==> src/rtl/num_pkg.sv <==
`default_nettype none
// ---------------------------------------------------------------------------
// num_pkg : shared types and constants for the num_* arithmetic primitives
// Rev 1.0
// ---------------------------------------------------------------------------
package num_pkg;

   typedef enum logic [1:0] {
      IDLE = 2'd0,
      BUSY = 2'd1,
      DONE = 2'd2
   } smul_state_t;

   localparam int ROUND_TRUNC   = 0;
   localparam int ROUND_HALF_UP = 1;

endpackage
`default_nettype wire

==> src/rtl/num_sround_sat.sv <==
`default_nettype none
// ---------------------------------------------------------------------------
// num_sround_sat : arithmetic right shift with optional round-half-up and saturation
// Rev 1.0
// ---------------------------------------------------------------------------
module num_sround_sat
   import num_pkg::*;
#(
   parameter int IN_WIDTH  = 64,
   parameter int OUT_WIDTH = 32,
   parameter int SHIFT     = 0,
   parameter int ROUND     = ROUND_TRUNC,
   parameter int SATURATE  = 0
) (
   input  logic signed [IN_WIDTH-1:0]  i_din,
   output logic signed [OUT_WIDTH-1:0] o_dout
);

   // One guard bit so the rounding increment can never overflow.
   localparam int EXT_W  = IN_WIDTH + 1;
   localparam int WIDE_W = ((EXT_W > OUT_WIDTH) ? EXT_W : OUT_WIDTH) + 1;

   localparam logic signed [WIDE_W-1:0] C_MAX =
      {{(WIDE_W-OUT_WIDTH+1){1'b0}}, {(OUT_WIDTH-1){1'b1}}};
   localparam logic signed [WIDE_W-1:0] C_MIN =
      {{(WIDE_W-OUT_WIDTH+1){1'b1}}, {(OUT_WIDTH-1){1'b0}}};

   logic signed [EXT_W-1:0]  w_ext;
   logic signed [EXT_W-1:0]  w_rnd;
   logic signed [EXT_W-1:0]  w_shf;
   logic signed [WIDE_W-1:0] w_wide;

   assign w_ext = {i_din[IN_WIDTH-1], i_din};

   generate
      if (ROUND == ROUND_HALF_UP && SHIFT > 0) begin : g_round
         localparam logic [EXT_W-1:0] C_HALF = EXT_W'(1) << (SHIFT - 1);
         assign w_rnd = w_ext + $signed(C_HALF);
      end else begin : g_trunc
         assign w_rnd = w_ext;
      end
   endgenerate

   assign w_shf  = w_rnd >>> SHIFT;
   assign w_wide = {{(WIDE_W-EXT_W){w_shf[EXT_W-1]}}, w_shf};

   generate
      if (SATURATE != 0) begin : g_sat
         always_comb begin
            o_dout = w_wide[OUT_WIDTH-1:0];
            if (w_wide > C_MAX) begin
               o_dout = C_MAX[OUT_WIDTH-1:0];
            end else if (w_wide < C_MIN) begin
               o_dout = C_MIN[OUT_WIDTH-1:0];
            end
         end
      end else begin : g_wrap
         logic w_unused_hi;
         assign w_unused_hi = ^w_wide;
         assign o_dout      = w_wide[OUT_WIDTH-1:0];
      end
   endgenerate

endmodule
`default_nettype wire

==> src/rtl/num_smul_pipe.sv <==
`default_nettype none
// ---------------------------------------------------------------------------
// num_smul_pipe : go/done sequenced, pipelined signed multiply with shift/round/saturate
// Rev 1.0
// ---------------------------------------------------------------------------
module num_smul_pipe
   import num_pkg::*;
#(
   parameter int LEFT_WIDTH  = 32,
   parameter int RIGHT_WIDTH = 32,
   parameter int OUT_WIDTH   = 32,
   parameter int OUT_LSB     = 0,
   parameter int LATENCY     = 3,
   parameter int ROUND       = ROUND_TRUNC,
   parameter int SATURATE    = 0
) (
   input  logic                   clk,
   input  logic                   reset,
   input  logic                   go,
   input  logic [LEFT_WIDTH-1:0]  left,
   input  logic [RIGHT_WIDTH-1:0] right,
   output logic [OUT_WIDTH-1:0]   out,
   output logic                   done
);

   localparam int PROD_W = LEFT_WIDTH + RIGHT_WIDTH;
   localparam int NPIPE  = LATENCY - 2;
   localparam int CNT_W  = $clog2(LATENCY + 1);
   localparam logic [CNT_W-1:0] C_LAST = CNT_W'(LATENCY - 2);

   smul_state_t                    r_state;
   logic [CNT_W-1:0]               r_cnt;
   logic signed [LEFT_WIDTH-1:0]   r_left;
   logic signed [RIGHT_WIDTH-1:0]  r_right;
   logic signed [PROD_W-1:0]       w_prod;
   logic signed [PROD_W-1:0]       w_tail;
   logic signed [OUT_WIDTH-1:0]    w_res;

   assign w_prod = $signed({{RIGHT_WIDTH{r_left[LEFT_WIDTH-1]}}, r_left}) *
                   $signed({{LEFT_WIDTH{r_right[RIGHT_WIDTH-1]}}, r_right});

   // Product delay line; the final stage is the out register itself.
   generate
      if (NPIPE > 0) begin : g_pipe
         logic signed [PROD_W-1:0] r_pipe [NPIPE];
         always_ff @(posedge clk) begin
            if (reset) begin
               for (int i = 0; i < NPIPE; i++) r_pipe[i] <= '0;
            end else if (r_state == BUSY) begin
               r_pipe[0] <= w_prod;
               for (int i = 1; i < NPIPE; i++) r_pipe[i] <= r_pipe[i-1];
            end
         end
         assign w_tail = r_pipe[NPIPE-1];
      end else begin : g_nopipe
         assign w_tail = w_prod;
      end
   endgenerate

   num_sround_sat #(
      .IN_WIDTH  (PROD_W),
      .OUT_WIDTH (OUT_WIDTH),
      .SHIFT     (OUT_LSB),
      .ROUND     (ROUND),
      .SATURATE  (SATURATE)
   ) u_sround_sat (
      .i_din  (w_tail),
      .o_dout (w_res)
   );

   always_ff @(posedge clk) begin
      if (reset) begin
         r_state <= IDLE;
         r_cnt   <= '0;
         r_left  <= '0;
         r_right <= '0;
         out     <= '0;
         done    <= 1'b0;
      end else begin
         done <= 1'b0;
         case (r_state)
            IDLE: begin
               if (go) begin
                  r_left  <= left;
                  r_right <= right;
                  r_cnt   <= '0;
                  r_state <= BUSY;
               end
            end
            BUSY: begin
               // Dropping go mid-flight abandons the operation silently.
               if (!go) begin
                  r_state <= IDLE;
               end else if (r_cnt == C_LAST) begin
                  r_state <= DONE;
                  done    <= 1'b1;
                  out     <= w_res;
               end else begin
                  r_cnt <= r_cnt + CNT_W'(1);
               end
            end
            DONE:    r_state <= IDLE;
            default: r_state <= IDLE;
         endcase
      end
   end

endmodule
`default_nettype wire

==> config.mk <==
export PLATFORM = sky130hd
export DESIGN_NAME = num_smul_pipe
export DESIGN_NICKNAME = d
export VERILOG_FILES = /design/src/rtl/num_pkg.sv /design/src/rtl/num_sround_sat.sv /design/src/rtl/num_smul_pipe.sv
export SDC_FILE = /design/constraint.sdc
export NUM_CORES = 1
export LEC_CHECK = 0
export ABC_AREA = 1
export BUFFER_PORTS_ARGS = -buffer_cell sky130_fd_sc_hd__buf_2
export CELL_PAD_IN_SITES_DETAIL_PLACEMENT = 1
export CELL_PAD_IN_SITES_GLOBAL_PLACEMENT = 2
export CORE_ASPECT_RATIO = 0.9
export CORE_MARGIN = 2
export CORE_UTILIZATION = 38
export DETAILED_ROUTE_END_ITERATION = 16
export GPL_ROUTABILITY_DRIVEN = 0
export PLACE_DENSITY_LB_ADDON = 0.15
export SYNTH_ARGS = -nofsm -noshare
export SYNTH_HDL_FRONTEND = slang
export SYNTH_SLANG_ARGS = --single-unit
==> constraint.sdc <==
create_clock -name clk -period 7.35 [get_ports clk]
set_clock_uncertainty 0.05 [all_clocks]
set_input_delay 0 -clock clk [delete_from_list [all_inputs] [get_ports clk]]
set_output_delay 0 -clock clk [all_outputs]
set_load 0.05 [all_outputs]
==> results.ini, run 1 <==
[outcome]
status=finished clean

[clocking]
h-tree-depth=4
cts.sinks=133
path_clk_slew_ps=60
root_buffer=clkbuf_16
cts_tree=built
clock_latency_ps=460
cts.path.max_buffers=2
numCtsBuffers=17
postCtsSetupBuffers=0

[finish]
fillers=7177
drive_above_1_share=0.08331
antenna_cells=0
utilization=0.4335
nets=3710
area_delta_synth_final_pct=13.55
stdcell_count=3871

[synthesis]
synth_top_area_cell=fa_1
synthTopCellsByArea=fa_1, inv_1, nand2_1
syn-cell-area_sq_um=22190
syn_avg_cell_area_sq_um=7.509
synth_nets=3581
synth-seq-cells=133
synth_cells=2955
synth.distinct_cells=45
synth.yosys.seq_area_share=0.1344
ys_warn_count=0
synth_top_cell_area_share=0.3681

[global_route]
grt_max_degree=74
antenna_found_initial=0
grt.total_usage=0.2410
grt_pass1_wl_microns=111300
grt_pass1_vias=20400
gr-total-overflow=0

[route]
drt-wirelength-per-cell_microns=17.98
avgViaCountPerCell=4.728
drc=0
top_layer=met4
drt_iter0_markers=856
drt-met1-wl_microns=31470
vias=18300
ant_nets=0
wl_microns=69610
route.met2.wl_microns=34620
dr_wl_met3_microns=2222
drt_pass1_iterations=5

[timing]
rsz0062_at_grt=false
setup_violations=0
slew_viol_final=0
slew_headroom=0.2814
min_period_over_period=0.9540
worstMarginPinSlew_ps=1076
hold_viol=0
whs_ps=89.86
fmax_mhz=142.6
setup_tns_ps=0
period_minus_slack_ps=7012

[hold_path]
hold_path_class=primary input to flop
hold_depth=5

[floorplan]
initial_core_util=0.3818
die_w_microns=258.7
dieArea_sq_um=60350
fp.dieH_microns=233.3
core_sq_um=58120
io_pins=100
row_count=84

[flow_run]
maxCapViolCount=0

[critical_path]
cp-end-kind=flop
cp_max_fo=16
worstPathArrival_ps=7170
critical_path_required_ps=7510
startpoint_type=flop
worstSetupPathType=flop to flop
r2r.worst_path.cells=24

[power_and_ir_drop]
power.density_nw_per_um2=187.2
peakVddDrop_mv=0.1546
p_total_mw=4.718
p_leak_nw=15.35

[placement]
port_buffers=99
dp_hpwl_microns=56870
dp_cells=3773

## kinds of logic after synthesis
family,count (synthesis),synth area share
flops,133,0.1344
simple gates,1031,0.1833
fa+ha+maj,559,0.4532
buf+inv,1020,0.1764
xor+xnor,11,0.004342
compound gates,201,0.04832
## flip-flops by register name, summed over array words and instances, names as in the netlist
signal	cells
g_pipe.r_pipe	32
out	32
r_left	32
r_right	32
r_cnt	2
r_state	2
done	1
## worst paths after layout
path | end | startpoint | slack, ps
max reg2reg | g_pipe.r_pipe[0][31]$_SDFFCE_PN0P_ | r_right[13]$_SDFFE_PP0P_ | 340
min reg2reg | out[28]$_SDFFE_PP0P_ | g_pipe.r_pipe[0][28]$_SDFFCE_PN0P_ | 430
max | g_pipe.r_pipe[0][31]$_SDFFCE_PN0P_ | r_right[13]$_SDFFE_PP0P_ | 340
min | r_cnt[1]$_SDFFE_PP0P_ | go | 90
## cells in the mapped netlist (all sizes together)
cell	instances
a31o	1
nor3	7
nand3b	11
ha	151
o21ai	122
a31oi	1
clkinv	1
o21a	1
xnor2	5
a221oi	1
clkbuf	108
a21o	6
buf	35
o211ai	1
nand3	52
and2	1
dfxtp	101
nand2	705
o21bai	3
nor4	2
a221o	1
nand4	10
nor3b	1
fa	408
or2	11
nor2	231
xor2	6
o31ai	1
edfxtp	32
inv	876
a21oi	63
## critical path, stage by stage, from the launching register on
cell	delay, ps
dfxtp_1	500
buf_4	330
nand2_1	80
inv_1	70
fa_1	410
inv_1	80
fa_1	460
fa_1	580
fa_1	450
fa_1	540
inv_1	70
fa_1	450
fa_1	540
fa_1	430
ha_1	380
a21oi_1	230
inv_1	60
a21oi_1	220
inv_1	70
a21oi_1	130
o21ai_0	100
a21oi_1	330
nand2_1	90
nand2_1	80
nor2_2	30
## layout make-up
| type | instances | area [sq um] | share of cell area |
|---|---|---|---|
| timing repair buffer | 253 | 2002 | 0.07945 |
| inverter | 877 | 3292 | 0.1306 |
| sequential | 133 | 3002 | 0.1191 |
| clock inverter | 13 | 173.9 | 0.006902 |
| multi-input combinational | 1802 | 15330 | 0.6083 |
| clock buffer | 19 | 432.9 | 0.01718 |
| tap | 774 | 968.4 | 0.03843 |
## power breakdown
group	switching (mW)	internal, mW
clock network	0.386	0.540
registers	0.0723	0.818
logic	1.83	1.08
total	2.28	2.43
## layer usage
layer | up-vias | track usage
met1 | 9300 | 0.3151
met2 | 303 | 0.4299
met5 | - | 0
met3 | 69 | 0.02485
li1 | 8632 | -
met4 | 0 | 0.05347
## cells in the final DEF (no fill, tap or decap), types with 4 or more instances in the layout
cell / Yosys / routed
nand4_1: 10 / 10
xnor2_1: 5 / 5
dlygate4sd3_1: 0 / 66
or2_2: 9 / 9
inv_1: 875 / 873
ha_1: 151 / 150
nand2_1: 704 / 704
nor2_1: 229 / 227
a21oi_1: 60 / 59
fa_1: 408 / 408
buf_2: 8 / 99
buf_4: 16 / 70
edfxtp_1: 32 / 32
dfxtp_1: 101 / 90
dfxtp_2: 0 / 9
o21ai_0: 118 / 118
a21o_1: 6 / 6
a21oi_2: 3 / 4
buf_6: 2 / 4
nor3_1: 6 / 5
buf_12: 0 / 13
nand3_1: 51 / 51
xor2_1: 6 / 6
nand3b_1: 11 / 11
clkbuf_16: 0 / 17
## through the flow
step	worst slack (ps)	area, sq um
floorplan	761.6	22190
global placement	52.81	23860
detailed placement	36.25	23860
CTS	35.81	25130
global route	2.023	25200
finish	338.0	25200
## timing repair
action | 4_1_cts | 5_1_grt
hold buffers | 66 | 0
endpoints found under the hold margin | 69 | 0
gates resized for setup | 1 | 23
setup endpoints to repair | 1 | 12
(Power assumes the default switching activity.)
==> run 2: changes to the inputs <==
RECOVER_POWER = 25   (was not set)
==> results.ini, run 2 (synthesis gave the netlist of run 1 again) <==
[outcome]
status=finished, violations left  ; was finished clean
violations=max-capacitance violations, max-slew violations

[clocking]
cts_tree=built  ; unchanged
clock_latency_ps=460  ; about the same
numCtsBuffers=17  ; unchanged
root_buffer=clkbuf_16  ; unchanged
h-tree-depth=4  ; unchanged
cts.sinks=133  ; unchanged
cts.path.max_buffers=2  ; unchanged
path_clk_slew_ps=60  ; about the same
postCtsSetupBuffers=0  ; unchanged

[critical_path]
r2r.worst_path.cells=24  ; unchanged
critical_path_required_ps=7510  ; about the same
r2r_start=r_right[13]$_SDFFE_PP0P_  ; unchanged
cp_max_fo=16  ; unchanged
worstSetupPathType=flop to flop  ; unchanged
startpoint=r_right[13]$_SDFFE_PP0P_  ; unchanged
reg2reg_slack_ps=330  ; was 340 ps
worstPathArrival_ps=7180  ; was 7170 ps
cp-end-kind=flop  ; unchanged
reg2reg_to=g_pipe.r_pipe[0][31]$_SDFFCE_PN0P_  ; unchanged
startpoint_type=flop  ; unchanged

[timing]
rsz0062_at_grt=false  ; unchanged
setup_tns_ps=0  ; unchanged
fmax_mhz=142.5  ; was 142.6 MHz
period_minus_slack_ps=7019  ; was 7012 ps
min_period_over_period=0.9550  ; was 0.9540
worstMarginPinSlew_ps=2954  ; was 1076 ps
hold_viol=0  ; unchanged
slew_headroom=-0.9697  ; was 0.2814
timing.final.ws_setup_ps=331.0  ; was 338.0 ps
slew_viol_final=107  ; was 0
setup_violations=0  ; unchanged

[placement]
place_ws_ps=36.25  ; unchanged
port_buffers=99  ; unchanged
dp_hpwl_microns=56870  ; unchanged
dp_cells=3773  ; unchanged

[power_and_ir_drop]
peakVddDrop_mv=0.1542  ; was 0.1546 mV
power.density_nw_per_um2=187.7  ; was 187.2 nW/um^2
power_frac_seq=0.189  ; about the same
p_sw_frac=0.4839  ; was 0.4841
switchingPower_mw=2.284  ; about the same
power_frac_clock=0.196  ; about the same
comb_power_share=0.615  ; about the same
p_leak_nw=15.19  ; was 15.35 nW
p_int_mw=2.435  ; was 2.434 mW

[floorplan]
initial_core_util=0.3818  ; unchanged
row_count=84  ; unchanged
fp.dieH_microns=233.3  ; unchanged
die_w_microns=258.7  ; unchanged
io_pins=100  ; unchanged
core_sq_um=58120  ; unchanged
dieArea_sq_um=60350  ; unchanged

[global_route]
gr-total-overflow=0  ; unchanged
grt_pass1_wl_microns=111300  ; unchanged
grt_max_degree=74  ; unchanged
grt.total_usage=0.2410  ; unchanged
grt_pass1_vias=20400  ; unchanged
antenna_found_initial=0  ; unchanged

[flow_run]
maxCapViolCount=2  ; was 0

[route]
drt_iter0_markers=872  ; was 856
drc=0  ; unchanged
vias=18280  ; was 18300
avgViaCountPerCell=4.721  ; was 4.728
ant_nets=0  ; unchanged
wl_microns=69660  ; was 69610 microns
drt-wirelength-per-cell_microns=17.99  ; was 17.98 microns
drt_pass1_iterations=5  ; unchanged

[hold_path]
hold_depth=5  ; unchanged
min_from=go  ; unchanged
hold_end=r_cnt[1]$_SDFFE_PP0P_  ; unchanged
hold_path_class=primary input to flop  ; unchanged

[finish]
final_common_cell=inv_1  ; unchanged
stdcell_count=3871  ; unchanged
layout_common_cells=inv_1, nand2_1, fa_1  ; unchanged
area_delta_synth_final_pct=13.32  ; was 13.55%
drive_above_1_share=0.07136  ; was 0.08331
antenna_cells=0  ; unchanged
utilization=0.4327  ; was 0.4335
nets=3710  ; unchanged

-- run 2: cell types whose count changed in the layout (fill, tap and decap cells not counted), sizes merged --
cell,before,now
buf,187,151
clkbuf,19,55
-- run 2: cell type report --
type / count / area (sq um)
clock inverters: 13 / 173.9
multi-input cells: 1802 / 15330
clock buffers: 19 / 432.9
flip-flops and latches: 133 / 3002
repair buffers: 253 / 1952
fillers: 7184 / 32970
inverters: 877 / 3292
well taps: 774 / 968.4
-- run 2: metal layers --
layer,vias to the layer above,track usage,wire length (microns)
li1,8638,-,-
met1,9287,0.3151,31550
met2,285,0.4299,34630
met3,66,0.02485,2211
met4,0,0.05347,1266
met5,-,0,0
-- run 2: through the flow --
stage                     area (sq um)  power, mW  hold WS (ps)
final                            25150      4.719         88.59
after global routing             25150      5.176         141.2
after CTS                        25130      4.742         53.41
after detailed placement         23860      3.752         177.1
after global placement           23860      3.698         172.6
after floorplan                  22190      2.774         22.38
-- run 2: power by group through the flow --
stage,registers (mW),clock network (mW),logic [mW]
2_1_floorplan,0.858,0,1.92
3_3_place_gp,0.903,0,2.79
3_5_place_dp,0.905,0,2.85
4_1_cts,0.889,0.950,2.90
5_1_grt,0.898,0.970,3.31
6_report,0.891,0.924,2.90
-- run 2: worst max-delay path, cell delays in order, from the launching register on --
cell     delay [ps]
dfxtp_1         490
buf_4           330
nand2_1          80
inv_1            70
fa_1            410
inv_1            80
fa_1            460
fa_1            590
fa_1            450
fa_1            550
inv_1            70
fa_1            450
fa_1            540
fa_1            430
ha_1            390
a21oi_1         230
inv_1            60
a21oi_1         220
inv_1            70
a21oi_1         130
o21ai_0         100
a21oi_1         320
nand2_1         100
nand2_1          80
nor2_2           30
-- run 2: how the worst max path moves through the flow --
stage                                              end  slack, ps
detailed placement  g_pipe.r_pipe[0][31]$_SDFFCE_PN0P_         40
global placement    g_pipe.r_pipe[0][31]$_SDFFCE_PN0P_         50
finish              g_pipe.r_pipe[0][31]$_SDFFCE_PN0P_        330
floorplan           g_pipe.r_pipe[0][28]$_SDFFCE_PN0P_        760
global route        g_pipe.r_pipe[0][27]$_SDFFCE_PN0P_          2
CTS                 g_pipe.r_pipe[0][31]$_SDFFCE_PN0P_         40
-- run 2: timing repair --
| item | CTS | global route |
|---|---|---|
| hold buffers | 66 | 0 |
| gates resized for setup | 1 | 23 |
| setup endpoints to repair | 1 | 12 |
| cloned | 0 | 0 |
| hold endpoints to repair | 69 | 0 |
